[src/rtl/alu_seq.sv]
// alu_seq -- registered WIDTH-bit ALU with valid/ready handshakes.
//
// Operations (Sel): 000 ADD, 001 AND, 010 SUB, 011 OR, 100 XOR,
//                   101 SHL, 110 SHR (logical), 111 MUL.
//
// Optional feature macro: ALU_MUL_EN
//   defined   -> 111 runs a shift-add multiplier for WIDTH cycles (BUSY state)
//   undefined -> no multiplier and no BUSY state; 111 completes like any
//                other operation with C = C_hi = 0 and err = 1.
//
// Ports:
//   clk, rst_n         clock, synchronous active-low reset
//   A, B, Sel          operands and operation select (B low bits = shift amount)
//   in_valid/in_ready  operand handshake
//   C, C_hi            result (C_hi = upper half of MUL product, else 0)
//   out_valid/out_ready result handshake
//   Z, N, Cy, V, err   registered status flags
//
// Handshake semantics: a transfer happens on a rising edge where both valid
// and ready are 1. in_ready is 1 only in IDLE and out_valid is 1 only in DONE,
// so an operation is accepted at most once and a result, once presented,
// stays stable until it is consumed. A source must hold in_valid and its
// operands until in_ready is seen; operands are sampled only on the accept
// edge.

module alu_seq #(
    parameter int WIDTH = 4
) (
    input  logic             clk,
    input  logic             rst_n,
    input  logic [WIDTH-1:0] A,
    input  logic [WIDTH-1:0] B,
    input  logic [2:0]       Sel,
    input  logic             in_valid,
    output logic             in_ready,
    output logic [WIDTH-1:0] C,
    output logic [WIDTH-1:0] C_hi,
    output logic             out_valid,
    input  logic             out_ready,
    output logic             Z,
    output logic             N,
    output logic             Cy,
    output logic             V,
    output logic             err
);

    localparam int SW = $clog2(WIDTH);

    localparam logic [2:0] OP_ADD = 3'b000;
    localparam logic [2:0] OP_AND = 3'b001;
    localparam logic [2:0] OP_SUB = 3'b010;
    localparam logic [2:0] OP_OR  = 3'b011;
    localparam logic [2:0] OP_XOR = 3'b100;
    localparam logic [2:0] OP_SHL = 3'b101;
    localparam logic [2:0] OP_SHR = 3'b110;
    localparam logic [2:0] OP_MUL = 3'b111;

`ifdef ALU_MUL_EN
    typedef enum logic [1:0] {IDLE = 2'd0, BUSY = 2'd1, DONE = 2'd2} state_t;
`else
    typedef enum logic [1:0] {IDLE = 2'd0, DONE = 2'd2} state_t;
`endif

    // Current FSM state; kept as a named signal so checkers can bind to it.
    state_t state;
    state_t state_nxt;

    logic             accept;
    logic [WIDTH:0]   sum;
    logic [WIDTH:0]   diff;
    logic [SW-1:0]    shamt;
    logic [WIDTH-1:0] res;
    logic             cy_n;
    logic             v_n;
    logic             err_n;

    assign in_ready  = (state == IDLE);
    assign out_valid = (state == DONE);
    assign accept    = in_valid && (state == IDLE);
    assign shamt     = B[SW-1:0];

    // Single-cycle datapath for every operation except a real multiply.
    always_comb begin
        res   = '0;
        cy_n  = 1'b0;
        v_n   = 1'b0;
        err_n = 1'b0;
        sum   = {1'b0, A} + {1'b0, B};
        diff  = {1'b0, A} - {1'b0, B};
        case (Sel)
            OP_ADD: begin
                res  = sum[WIDTH-1:0];
                cy_n = sum[WIDTH];
                // Overflow: operands share a sign the result does not.
                v_n  = (A[WIDTH-1] == B[WIDTH-1]) && (sum[WIDTH-1] != A[WIDTH-1]);
            end
            OP_AND: res = A & B;
            OP_SUB: begin
                res  = diff[WIDTH-1:0];
                // Extended-width MSB of the difference is the borrow (A < B).
                cy_n = diff[WIDTH];
                // Overflow: operand signs differ and result sign differs from A.
                v_n  = (A[WIDTH-1] != B[WIDTH-1]) && (diff[WIDTH-1] != A[WIDTH-1]);
            end
            OP_OR:  res = A | B;
            OP_XOR: res = A ^ B;
            OP_SHL: res = A << shamt;
            OP_SHR: res = A >> shamt;
            OP_MUL: begin
`ifndef ALU_MUL_EN
                err_n = 1'b1;
`endif
                res = '0;
            end
            default: res = '0;
        endcase
    end

`ifdef ALU_MUL_EN
    // Shift-add multiplier: prod holds {partial_hi, remaining multiplier}.
    // Each step conditionally adds the multiplicand to the high half and
    // shifts the whole register right, consuming one multiplier bit.
    logic [2*WIDTH-1:0] prod;
    logic [2*WIDTH-1:0] prod_nxt;
    logic [WIDTH-1:0]   mcand;
    logic [SW-1:0]      cnt;
    logic [WIDTH:0]     padd;
    logic               mul_last;

    always_comb begin
        padd     = {1'b0, prod[2*WIDTH-1:WIDTH]} + (prod[0] ? {1'b0, mcand} : '0);
        prod_nxt = {padd, prod[WIDTH-1:1]};
        mul_last = (cnt == SW'(WIDTH - 1));
    end
`endif

    always_comb begin
        state_nxt = state;
        case (state)
            IDLE: begin
                if (in_valid) begin
`ifdef ALU_MUL_EN
                    state_nxt = (Sel == OP_MUL) ? BUSY : DONE;
`else
                    state_nxt = DONE;
`endif
                end
            end
`ifdef ALU_MUL_EN
            BUSY: begin
                if (mul_last) state_nxt = DONE;
            end
`endif
            DONE: begin
                if (out_ready) state_nxt = IDLE;
            end
            default: state_nxt = IDLE;
        endcase
    end

    always_ff @(posedge clk) begin
        if (!rst_n) begin
            state <= IDLE;
            C     <= '0;
            C_hi  <= '0;
            Z     <= 1'b1;
            N     <= 1'b0;
            Cy    <= 1'b0;
            V     <= 1'b0;
            err   <= 1'b0;
`ifdef ALU_MUL_EN
            prod  <= '0;
            mcand <= '0;
            cnt   <= '0;
`endif
        end else begin
            state <= state_nxt;
`ifdef ALU_MUL_EN
            if (accept && (Sel == OP_MUL)) begin
                prod  <= {{WIDTH{1'b0}}, B};
                mcand <= A;
                cnt   <= '0;
            end else if (accept) begin
`else
            if (accept) begin
`endif
                C    <= res;
                C_hi <= '0;
                Z    <= (res == '0);
                N    <= res[WIDTH-1];
                Cy   <= cy_n;
                V    <= v_n;
                err  <= err_n;
            end
`ifdef ALU_MUL_EN
            if (state == BUSY) begin
                prod <= prod_nxt;
                cnt  <= cnt + SW'(1);
                // Last step: publish the product straight from the adder.
                if (mul_last) begin
                    C    <= prod_nxt[WIDTH-1:0];
                    C_hi <= prod_nxt[2*WIDTH-1:WIDTH];
                    Z    <= (prod_nxt[WIDTH-1:0] == '0);
                    N    <= prod_nxt[WIDTH-1];
                    Cy   <= 1'b0;
                    V    <= (prod_nxt[2*WIDTH-1:WIDTH] != '0);
                    err  <= 1'b0;
                end
            end
`endif
        end
    end

endmodule

[config.mk]
export PLATFORM = sky130hd
export DESIGN_NAME = alu_seq
export DESIGN_NICKNAME = d
export VERILOG_FILES = /design/src/rtl/alu_seq.sv
export SDC_FILE = /design/constraint.sdc
export NUM_CORES = 1
export LEC_CHECK = 0
export BUFFER_PORTS_ARGS = -buffer_cell sky130_fd_sc_hd__buf_2
export CORE_MARGIN = 2
export CORE_UTILIZATION = 50
export CTS_CLUSTER_SIZE = 16
export DETAILED_ROUTE_END_ITERATION = 8
export HOLD_SLACK_MARGIN = 0.06
export PLACE_DENSITY = 0.75
export SETUP_SLACK_MARGIN = 0.4
export SLEW_MARGIN = 20
export SYNTH_ARGS = -nofsm -noshare
export SYNTH_HDL_FRONTEND = slang
export SYNTH_SLANG_ARGS = --single-unit
[constraint.sdc]
create_clock -name clk -period 3.1 [get_ports clk]
set_input_delay 0.155 -clock clk [delete_from_list [all_inputs] [get_ports clk]]
set_output_delay 0.155 -clock clk [all_outputs]
set_load 0.005 [all_outputs]
==> results.yml <==
die:
  dieArea_um2: 2920
  die_w_um: 54.1
  ioPinCount: 30
  coreArea_um2: 2430
  die_y_um: 54.1
  initial_core_util_pct: 51.5
  num_rows: 18
place:
  hpwl_mm: 2.17
  place_congestion: 0.875
  io_buffers: 25
  post-place-ws_ns: 0.976
synth:
  netlist_area_um2: 1250
  synthDistinctLibCells: 54
  synth_compound_area_share_pct: 21.7
  synth_largest_area_cell: "dfxtp_1"
  syn_area_per_cell_um2: 8.36
  yosysSeqAreaShare_pct: 14.4
  synth_simple_gate_area_share_pct: 25.5
  synth_common_cells: "ha_1 (13), inv_1 (13), nand2_1 (12)"
  synth-xor-area-share_pct: 2.79
  synth_top_family_by_area: "simple AND/OR/NAND/NOR gates"
  synthMuxAreaShare_pct: 5.29
  synth_edf_count: 0
  synthAdderAreaFrac_pct: 16.2
  yosysWarnings: 0
  synthCells: 150
  synthArstFlopShare_pct: 0
  synth_seq_cells: 9
  yosys_most_used_dff: "dfxtp_1"
  synth_area_leaders: "dfxtp_1 (14%), ha_1 (13%), inv_1 (3.9%)"
  synth_top_area_share_pct: 14.4
sta:
  slew_headroom_pct: 61.2
  hold_viol_final: 0
  post-route-min-period_ns: 1.88
  finalSetupViolCount: 0
  finalCritPeriodShare_pct: 60.5
  rsz0062_at_grt: "false"
  holdWs_ns: 0.0772
  tightestPinTransition_ns: 0.581
  tns_ns: 0
  fin_ws_ns: 1.22
  clock_skew_ns: 0.00275
  final_max_slew_viol_count: 0
  max_freq_mhz: 533
clock_network:
  cts-root-buf: "clkbuf_4"
  cts_setup_buffers: 0
  cts_tree: "built"
  h-tree-depth: 1
  clk_latency_ns: 0.26
  path_clk_slew_ns: 0.06
  cts.sinks: 9
  cts-buffers-inserted: 3
  cts_buffer_depth: 2
  cts_resized: 0
  hold_buffers: 0
setup_path:
  crit_type: "input pin to flop"
  startpoint_type: "input pin"
  end_kind: "flop"
  cp_data_arrival_time_ns: 2.05
  cp.required_ns: 3.28
  path_max_fanout: 6
layout:
  nets: 200
  diodes: 0
  area_growth_pct: 5.99
  drive_gt1_share_pct: 24.3
  fin_util_pct: 54.6
global_routing:
  antenna_found_initial: 0
  grt_pass1_vias: 1089
  grt_pass1_wl_mm: 4.65
  overflow: 0
  grt_use_total_pct: 21.3
  grt_max_degree: 23
drt:
  dr.pass1.iters: 4
  drt-vias-per-instance: 5.69
  finalWirelength_mm: 2.74
  avgRoutedWirePerCell_um: 13.8
  drt_iter0_drc: 31
  vias: 1132
  drtAntennaViolNets: 0
  drc: 0
power:
  p_leak_uw: 0.000617
  power_density_nw_per_um2: 284
  finalPower_uw: 377
  vdd_drop_max_mv: 0.171
flow_run:
  maxCapViolCount: 0
run_status:
  status: "finished clean"
min_path:
  hold_class: "input pin to flop"
-- state kept, by name, summed over array words and instances, names as in the netlist --
register	count
V	1
Cy	1
C	4
err	1
state	1
Z	1
-- area by class of cell --
| cell class | instances | area [um2] |
|---|---|---|
| multi-input combinational | 118 | 911 |
| timing repair buffer | 25 | 125 |
| inverter | 13 | 48.8 |
| fill | 239 | 1100 |
| sequential | 9 | 180 |
| clock buffer | 4 | 26.3 |
| tap | 30 | 37.5 |
-- per-stage QoR --
step	cell area (um2)	instances
floorplan	1260	153
global placement	1300	195
detailed placement	1300	195
CTS	1330	199
global route	1330	199
finish	1330	199
-- cell usage in the layout (no fill, tap or decap), drive strengths merged, types with 2 or more instances in the layout --
master and n:
a2111oi 2, a211oi 5, a21oi 9, a2bb2oi 2, and2 2, and3b 2, buf 25, clkbuf 4
conb 4, dfxtp 9, fa 2, ha 13, inv 13, mux4 2, nand2 12, nand2b 2
nand3 3, nand3b 3, nand4 3, nor2 9, nor2b 4, nor3 3, nor4 2, nor4bb 3
o21ai 9, or2b 2, xnor2 2, xor2 2
-- final timing paths --
kind	startpoint	slack [ns]	cells after the start	endpoint
setup / recovery	A[0]	1.22	9	Z
hold / removal	out_ready	0.08	2	state[1]
setup reg to reg	state[1]	1.86	3	Cy
hold reg to reg	Cy	0.45	2	Cy
-- critical path: stages --
cell and delay (ns):
buf_2 0.14, inv_1 0.08, ha_1 0.23, fa_1 0.41, xor2_1 0.16, a211oi_1 0.23
o221ai_1 0.20, and2_2 0.22, o31ai_2 0.22
-- where the power goes --
group	internal, uW	switching [uW]	leakage (uW)
Sequential	124	4.09	0.0000740
Combinational	70.5	89.9	0.000528
Clock	49.5	39.3	0.0000150
Total	244	133	0.000617
-- cells by family after synthesis --
kind of cell | after synthesis
buf+inv | 26
fa+ha+maj | 15
xor+xnor | 4
flops | 9
compound gates | 37
simple gates | 54
other cells | 1
mux | 4
-- metal layers --
layer	share of wire (%)	vias to the layer above	global-route usage, %
met1	45	532	27.6
met5	0	-	0
met2	49	37	36.6
met3	5.4	5	2.22
li1	-	558	-
met4	0.84	0	7.08
(Power assumes the default switching activity.)
